==> config.mk <==
export PLATFORM = sky130hd
export DESIGN_NAME = multicycle_controller
export DESIGN_NICKNAME = d
export VERILOG_FILES = /design/src/rtl/riscv_pkg.sv /design/src/rtl/imm_src_decoder.sv /design/src/rtl/multicycle_controller.sv
export SDC_FILE = /design/constraint.sdc
export NUM_CORES = 1
export LEC_CHECK = 0
export BUFFER_PORTS_ARGS = -buffer_cell sky130_fd_sc_hd__buf_4
export CORE_MARGIN = 5
export CORE_UTILIZATION = 49
export DETAILED_ROUTE_END_ITERATION = 12
export GPL_TIMING_DRIVEN = 0
export PLACE_DENSITY = 0.88
export SYNTH_ARGS = -nofsm -noshare
export SYNTH_HDL_FRONTEND = slang
export SYNTH_SLANG_ARGS = --single-unit
==> constraint.sdc <==
create_clock -name clk -period 2.1 [get_ports clk]
set_clock_uncertainty 0.05 [all_clocks]
set_input_delay 0.21 -clock clk [delete_from_list [all_inputs] [get_ports clk]]
set_output_delay 0.21 -clock clk [all_outputs]
set_load 0.01 [all_outputs]
==> src/rtl/riscv_pkg.sv <==
// -----------------------------------------------------------------------------
// riscv_pkg
// Shared definitions for the RV32I cores: opcode values, the multicycle
// controller state encoding, and the encodings of the ALU-op, immediate-type
// and datapath mux selects driven by the controllers.
// -----------------------------------------------------------------------------
package riscv_pkg;

   // Supported opcodes (instr[6:0])
   localparam logic [6:0] OP_LW    = 7'b0000011;
   localparam logic [6:0] OP_SW    = 7'b0100011;
   localparam logic [6:0] OP_RTYPE = 7'b0110011;
   localparam logic [6:0] OP_ITYPE = 7'b0010011;
   localparam logic [6:0] OP_BEQ   = 7'b1100011;
   localparam logic [6:0] OP_JAL   = 7'b1101111;

   // Multicycle controller states
   typedef enum logic [3:0] {
      S_FETCH    = 4'd0,
      S_DECODE   = 4'd1,
      S_MEMADR   = 4'd2,
      S_MEMREAD  = 4'd3,
      S_MEMWB    = 4'd4,
      S_MEMWRITE = 4'd5,
      S_EXECR    = 4'd6,
      S_EXECI    = 4'd7,
      S_ALUWB    = 4'd8,
      S_BEQ      = 4'd9,
      S_JAL      = 4'd10,
      S_TRAP     = 4'd11
   } state_t;

   // alu_op encodings consumed by the ALU decoder
   localparam logic [1:0] ALU_ADD   = 2'b00;
   localparam logic [1:0] ALU_SUB   = 2'b01;
   localparam logic [1:0] ALU_FUNCT = 2'b10;

   // Immediate formats
   localparam logic [1:0] IMM_I = 2'b00;
   localparam logic [1:0] IMM_S = 2'b01;
   localparam logic [1:0] IMM_B = 2'b10;
   localparam logic [1:0] IMM_J = 2'b11;

   // ALU operand A select
   localparam logic [1:0] SRCA_PC    = 2'b00;
   localparam logic [1:0] SRCA_OLDPC = 2'b01;
   localparam logic [1:0] SRCA_RS1   = 2'b10;

   // ALU operand B select
   localparam logic [1:0] SRCB_RS2  = 2'b00;
   localparam logic [1:0] SRCB_IMM  = 2'b01;
   localparam logic [1:0] SRCB_FOUR = 2'b10;

   // Result mux select
   localparam logic [1:0] RES_ALUOUT    = 2'b00;
   localparam logic [1:0] RES_DATA      = 2'b01;
   localparam logic [1:0] RES_ALURESULT = 2'b10;

   // True for the two opcodes that access data memory
   function automatic logic op_is_mem(input logic [6:0] op);
      return (op == OP_LW) || (op == OP_SW);
   endfunction

endpackage : riscv_pkg

==> src/rtl/imm_src_decoder.sv <==
// -----------------------------------------------------------------------------
// imm_src_decoder
// Maps an opcode to the immediate format used by the immediate extender.
// Purely combinational so it can be shared by single- and multicycle cores.
// Ports:
//   op      in  7  instr[6:0]
//   imm_src out 2  00=I 01=S 10=B 11=J
// -----------------------------------------------------------------------------
module imm_src_decoder
   import riscv_pkg::*;
(
   input  logic [6:0] op,
   output logic [1:0] imm_src
);

   // Opcode to immediate format; R-type and unknown opcodes fall back to I
   always_comb begin
      imm_src = IMM_I;
      case (op)
         OP_LW, OP_ITYPE: imm_src = IMM_I;
         OP_SW:           imm_src = IMM_S;
         OP_BEQ:          imm_src = IMM_B;
         OP_JAL:          imm_src = IMM_J;
         default:         imm_src = IMM_I;
      endcase
   end

endmodule : imm_src_decoder

==> src/rtl/multicycle_controller.sv <==
// -----------------------------------------------------------------------------
// multicycle_controller
// Control FSM for the multicycle RV32I core (lw, sw, R-type, I-type ALU, beq,
// jal). Sequences the shared ALU, the unified memory port and the register
// file. Outputs are decoded from the state register; only the strobes that
// depend on mem_ready or zero are qualified combinationally.
// Ports:
//   clk, rst_n          clock, asynchronous active-low reset
//   op                  instr[6:0] from IR (sampled in DECODE and MEMADR)
//   zero                ALU zero flag (used in BEQ)
//   mem_ready           memory completes current access this cycle
//   mem_req, adr_src    memory request and address select (0=PC, 1=Result)
//   mem_write, ir_write, pc_write, reg_write   write strobes
//   alu_src_a/b, result_src, alu_op, imm_src   datapath selects
//   illegal_op          sticky flag, set on an unsupported opcode
// -----------------------------------------------------------------------------
module multicycle_controller
   import riscv_pkg::*;
(
   input  logic       clk,
   input  logic       rst_n,
   input  logic [6:0] op,
   input  logic       zero,
   input  logic       mem_ready,
   output logic       mem_req,
   output logic       adr_src,
   output logic       mem_write,
   output logic       ir_write,
   output logic       pc_write,
   output logic       reg_write,
   output logic [1:0] alu_src_a,
   output logic [1:0] alu_src_b,
   output logic [1:0] result_src,
   output logic [1:0] alu_op,
   output logic [1:0] imm_src,
   output logic       illegal_op
);

   state_t state_q, state_d;
   logic   illegal_q, illegal_d;

   logic   mem_write_s, ir_write_s, pc_write_s, reg_write_s;

   imm_src_decoder u_imm_src_decoder (
      .op      (op),
      .imm_src (imm_src)
   );

   // State and sticky illegal-opcode flag
   always_ff @(posedge clk or negedge rst_n) begin
      if (!rst_n) begin
         state_q   <= S_FETCH;
         illegal_q <= 1'b0;
      end else begin
         state_q   <= state_d;
         illegal_q <= illegal_d;
      end
   end

   // Next-state logic; op is only looked at in DECODE and MEMADR
   always_comb begin
      state_d = state_q;
      case (state_q)
         S_FETCH: begin
            if (mem_ready) state_d = S_DECODE;
            else           state_d = S_FETCH;
         end
         S_DECODE: begin
            case (op)
               OP_LW, OP_SW: state_d = S_MEMADR;
               OP_RTYPE:     state_d = S_EXECR;
               OP_ITYPE:     state_d = S_EXECI;
               OP_BEQ:       state_d = S_BEQ;
               OP_JAL:       state_d = S_JAL;
               default:      state_d = S_TRAP;
            endcase
         end
         S_MEMADR: begin
            if (op == OP_LW) state_d = S_MEMREAD;
            else             state_d = S_MEMWRITE;
         end
         S_MEMREAD: begin
            if (mem_ready) state_d = S_MEMWB;
            else           state_d = S_MEMREAD;
         end
         S_MEMWB: state_d = S_FETCH;
         S_MEMWRITE: begin
            if (mem_ready) state_d = S_FETCH;
            else           state_d = S_MEMWRITE;
         end
         S_EXECR: state_d = S_ALUWB;
         S_EXECI: state_d = S_ALUWB;
         S_ALUWB: state_d = S_FETCH;
         S_BEQ:   state_d = S_FETCH;
         S_JAL:   state_d = S_ALUWB;   // write PC+4 (held in ALUOut) to rd
         S_TRAP:  state_d = S_TRAP;    // only reset leaves TRAP
         default: state_d = S_FETCH;
      endcase
   end

   // Sticky flag rises together with entry into TRAP
   always_comb begin
      if (state_d == S_TRAP) illegal_d = 1'b1;
      else                   illegal_d = illegal_q;
   end

   // State-decoded selects and enables; unlisted selects stay 0
   always_comb begin
      mem_req     = 1'b0;
      adr_src     = 1'b0;
      mem_write_s = 1'b0;
      ir_write_s  = 1'b0;
      pc_write_s  = 1'b0;
      reg_write_s = 1'b0;
      alu_src_a   = SRCA_PC;
      alu_src_b   = SRCB_RS2;
      result_src  = RES_ALUOUT;
      alu_op      = ALU_ADD;
      case (state_q)
         S_FETCH: begin
            mem_req    = 1'b1;
            alu_src_b  = SRCB_FOUR;
            result_src = RES_ALURESULT;
            ir_write_s = mem_ready;
            pc_write_s = mem_ready;
         end
         S_DECODE: begin
            alu_src_a = SRCA_OLDPC;    // branch target into ALUOut
            alu_src_b = SRCB_IMM;
         end
         S_MEMADR: begin
            alu_src_a = SRCA_RS1;
            alu_src_b = SRCB_IMM;
         end
         S_MEMREAD: begin
            mem_req = 1'b1;
            adr_src = 1'b1;
         end
         S_MEMWB: begin
            result_src  = RES_DATA;
            reg_write_s = 1'b1;
         end
         S_MEMWRITE: begin
            mem_req     = 1'b1;
            adr_src     = 1'b1;
            mem_write_s = mem_ready;   // one strobe, on the completing cycle
         end
         S_EXECR: begin
            alu_src_a = SRCA_RS1;
            alu_op    = ALU_FUNCT;
         end
         S_EXECI: begin
            alu_src_a = SRCA_RS1;
            alu_src_b = SRCB_IMM;
            alu_op    = ALU_FUNCT;
         end
         S_ALUWB: begin
            reg_write_s = 1'b1;
         end
         S_BEQ: begin
            alu_src_a  = SRCA_RS1;
            alu_op     = ALU_SUB;
            pc_write_s = zero;
         end
         S_JAL: begin
            alu_src_a  = SRCA_OLDPC;
            alu_src_b  = SRCB_FOUR;
            pc_write_s = 1'b1;
         end
         S_TRAP: begin
            mem_req = 1'b0;
         end
         default: begin
            mem_req = 1'b0;
         end
      endcase
   end

   // FETCH is entered asynchronously by reset, but its mem_ready-driven strobes
   // must not fire while reset is held, so every write strobe is gated here.
   assign mem_write  = mem_write_s & rst_n;
   assign ir_write   = ir_write_s  & rst_n;
   assign pc_write   = pc_write_s  & rst_n;
   assign reg_write  = reg_write_s & rst_n;
   assign illegal_op = illegal_q;

endmodule : multicycle_controller
Word-level counts from Yosys, hierarchy flattened
Cells that the tools add are included.

storage, ports and cells
  word-level logic and storage cells = 52
  register bits after elaboration = 5
  bits of input ports = 11
  output and inout port bits = 17

cells by class
  muxes and demuxes = 17
  reduce and logical (&&, ||, !) cells = 11
  bitwise gates (word level) = 4
  eq/ne operators = 18

operator list
  operator              number
  $pmux W4 S7           1
  $eq A4 B4 Y1 const B  5
  $pmux W4 S5           1
  $eq A4 B3 Y1 const B  4
  $pmux W2 S2           4
  $eq A7 B6 Y1 const B  2
  $eq A7 B7 Y1 const B  2
  $reduce_or A2 Y1      6
  $mux W3               3
  $reduce_or A3 Y1      3
  $eq A4 B2 Y1 const B  2
  $eq A7 B2 Y1 const B  1
  $eq A7 B5 Y1 const B  1
  $mux W1               6
  $pmux W2 S3           1
  $and A1 B1 Y1         4
  $eq A4 B1 Y1 const B  1
  $logic_not A4 Y1      1
  $reduce_or A4 Y1      1
  $pmux W1 S3           1

Logic depth before layout (Yosys ltp)
  depth after elaboration = 5
  depth in mapped cells = 5
  depth with buffers taken out = 4

Modules after synthesis
From an unflattened synthesis, not the netlist that was laid out.

unflattened totals
  cell total of the unflattened synthesis = 79
  area total of the unflattened synthesis = 595.6 um^2

modules (own cells, without submodules)
  module                 times used  cells an instance  area an instance (um^2)  sequential area each (um^2)
  multicycle_controller  1           73                 551.8                    125.1
  imm_src_decoder        1           6                  43.8                     0.0

Least setup slack after synthesis
OpenSTA, ideal clock, no wires.

  path type = register to output
  from = register state_q[2]
  to = output port alu_src_a[1]
  arrival time = 1160 ps
  required time = 1840 ps
  path buffers = 1
  path slack = 680 ps
  stages on the path, launching flop included = 5
  path through = dfrtp_1 > buf_6 > or2b_2 > nor2_1 > a21o_1

on the way
  word-level cells in the longest chain between the ends = 3
  elaborated cells between the ends (all ways) = 9
  those cells by class = eq/ne: 6; mux: 1; reduce/logical: 2

ends and longest elaborated chain
  what                                                                   RTL line                      RTL
  start: declaration                                                     multicycle_controller.sv:39   state_t state_q, state_d;
  start signal: assignment                                               multicycle_controller.sv:55   state_q <= state_d;
  $eq A4 B2 Y1 (tied with other cells)                                   multicycle_controller.sv:119  case (state_q)
  $reduce_or A4 Y1 (no line) / $reduce_or A2 Y1 (equally long branches)  n/a
  $pmux W2 S2 (*)                                                        multicycle_controller.sv:119
  end: declaration                                                       multicycle_controller.sv:31   output logic [1:0] alu_src_a,

Every way passes the cells marked *; elsewhere a longest branch is shown, timed or not.

Final worst setup path
  from = register state_q[0]
  to = output port alu_src_a[0]

The elaborated chain is that of the path after synthesis.

==> impl_metrics.env <==
export IMPL_final_util=0.705
export IMPL_die_h_um=46.1
export IMPL_hp_class="input pin to flip-flop"
export IMPL_grt_pass1_vias=705
export IMPL_cts_inserted_buffers=3
export IMPL_hpwl_um=1470
export IMPL_io_buffer_count=27
export IMPL_synthFlopType="dfrtp_1"
export IMPL_grt_pass1_wl_um=3020
export IMPL_nets=129
export IMPL_drv_slew=0
export IMPL_stdcell_count=132
export IMPL_wl_per_cell_um=14.2
export IMPL_synth_area_um2=637
export IMPL_cts_sinks=5
export IMPL_synthToLayoutAreaGrowth_pct=40.5
export IMPL_antenna_cells=0
export IMPL_totalPowerFinal_w=0.00120
export IMPL_dr_first_iter_drc_count=20
export IMPL_htree_levels=1
export IMPL_slowest_delay_ps=450
export IMPL_nFillCells=124
export IMPL_avgViaCountPerCell=5.73
export IMPL_antenna_found_initial=0
export IMPL_crit_buf_inv=2
export IMPL_crit_family="flip-flops"
export IMPL_slew_headroom=0.751
export IMPL_die_w_um=46.1
export IMPL_post_route_period_util=0.885
export IMPL_grt_overflow=0
export IMPL_hold_viol_final=0
export IMPL_power_leakage_nw=0.431
export IMPL_postSynthAreaPerCell_um2=7.49
export IMPL_grt_max_degree=11
export IMPL_holdWs_ps=265
export IMPL_drive_gt1_frac=0.342
export IMPL_coreArea_mm2=0.00127
export IMPL_start_kind="flip-flop"
export IMPL_wirelength_um=1870
export IMPL_rsz0062_at_grt="false"
export IMPL_synth_seq_cells=5
export IMPL_synth_edf_count=0
export IMPL_max_freq_mhz=538
export IMPL_cts_setup_buffers=0
export IMPL_drcViolationCount=0
export IMPL_arrival_ps=1600
export IMPL_critPathCaptureType="primary output"
export IMPL_synthDistinctLibCells=38
export IMPL_gp_congestion=0.787
export IMPL_clockBufferDepth=2
export IMPL_critPathMaxFanout=10
export IMPL_syn_nets=96
export IMPL_ios=28
export IMPL_yosys_warnings=0
export IMPL_status="finished clean"
export IMPL_timing_final_crit_period_ps=1860
export IMPL_maxCapViolCount=0
export IMPL_root_buffer="clkbuf_4"
export IMPL_cts_tree="yes"
export IMPL_synth_area_leaders="dfrtp_1, nor2b_1, nor3_1"
export IMPL_die_area_mm2=0.00212
export IMPL_start_util=0.502
export IMPL_fin_tns_setup_ps=0
export IMPL_placedCellCount=127
export IMPL_register_area_um2=125
export IMPL_multiInputGateArea_um2=459
export IMPL_yosysTopAreaCellShare=0.196
export IMPL_yosysTopAreaCell="dfrtp_1"
export IMPL_required_ps=1840
export IMPL_r2r_setup_slack_ps=540
export IMPL_synth_commonest_cells="nand2_1, nor2_1, nor2b_1, nor3_1, dfrtp_1"
export IMPL_yosysSeqAreaShare=0.196
export IMPL_worstPathCellList="buf_2, nor2b_1, nand2_1, a21oi_1, buf_4"
export IMPL_via_count=756
export IMPL_tightestPinTransition_ps=368
export IMPL_cp_slowest_cell="dfrtp_1"
export IMPL_clk_pin_slew_worst_paths_ps=40
export IMPL_num_rows=13
export IMPL_syn_inst=85
export IMPL_power_density_mw_per_mm2=1340
export IMPL_async_flop_share=1.00
export IMPL_worstSetupPathType="flip-flop to primary output"
export IMPL_setup_viol_count_final=0
export IMPL_grt_total_usage=0.194
export IMPL_ant_nets=0
export IMPL_worst_skew_pair_late_latency_ps=230
export IMPL_ir_worst_vdd_mv=0.679
export IMPL_drt_pass1_iterations=4
## cell type report
cell class | count | share of cell area
Buffer | 4 | 0.0462
Clock buffer | 4 | 0.0294
Inverter | 3 | 0.0126
Multi-Input combinational cell | 73 | 0.513
Sequential cell | 5 | 0.140
Tap cell | 15 | 0.0210
Timing Repair Buffer | 28 | 0.238
## metal layers
metal | global-route usage | vias up | part of all wire
met5 | 0 | - | 0
met4 | 0.102 | 0 | 0
met3 | 0.0195 | 0 | 0.062
met2 | 0.324 | 29 | 0.52
met1 | 0.242 | 357 | 0.42
li1 | - | 370 | -
## tightest hold or removal path: cells and delay by family
| kind | cells | cell delay (ps) |
|---|---|---|
| AND/OR/NAND/NOR | 1 | 70 |
| buffers and inverters | 1 | 100 |
| AO/OA/AOI/OAI | 1 | 120 |
## through the flow
| stage | cell area (um^2) | setup slack (ps) |
|---|---|---|
| final | 895 | 241 |
| after CTS | 895 | 280 |
| after detailed placement | 858 | 539 |
| after floorplan | 637 | 680 |
| after global placement | 858 | 564 |
| after global routing | 895 | 132 |
## kinds of logic after synthesis
family,after synthesis,synth area share
xor gates and xnor gates,3,0.0413
and+or+nand+nor,53,0.483
buffers and inverters,7,0.0825
AOI/OAI and AO/OA,17,0.196
DFF,5,0.196
## what timing repair did
| item | in CTS | in global routing |
|---|---|---|
| endpoints found under the hold margin | 5 | 0 |
| hold buffers | 1 | 0 |
| resized for setup | 0 | 0 |
## flip-flops by register name (all words and copies together), names as in the netlist
register,flops
illegal_op,1
state_q,4
## where the power goes
part	leakage, nW	switching (W)	total (W)	internal [W]
registers	0.0621	0.0000559	0.000197	0.000141
clock network	0.0150	0.0000347	0.000106	0.0000715
logic	0.354	0.000459	0.000895	0.000436
total	0.431	0.000550	0.00120	0.000649
## worst paths after layout
kind,start,endpoint,cells after the start
max reg2reg,state_q[3]$_DFF_PN0_,illegal_op$_DFFE_PN0N_,5
max in group asynchronous,rst_n,illegal_op$_DFFE_PN0N_,2
min reg2reg,illegal_op$_DFFE_PN0N_,illegal_op$_DFFE_PN0N_,1
max,state_q[0]$_DFF_PN0_,alu_src_a[0],5
min in group asynchronous,rst_n,state_q[2]$_DFF_PN0_,2
min,op[4],state_q[2]$_DFF_PN0_,3
## layout by cell type, fill, tap and decap left out, drive strengths merged
cell type	count
a21o	1
a21oi	3
a22o	1
a31o	1
a41o	1
and2	1
and3	4
buf	30
clkbuf	5
dfrtp	5
dlygate4sd3	1
inv	3
nand2	8
nand2b	6
nand3	3
nand3b	2
nand4b	1
nand4bb	1
nor2	8
nor2b	6
nor3	6
nor4b	1
o2111ai	1
o211ai	1
o21a	1
o21ai	4
o311ai	1
o41ai	2
or2	2
or2b	1
or3	3
xnor2	1
xor2	2
Power figures use the tool's default switching activity.
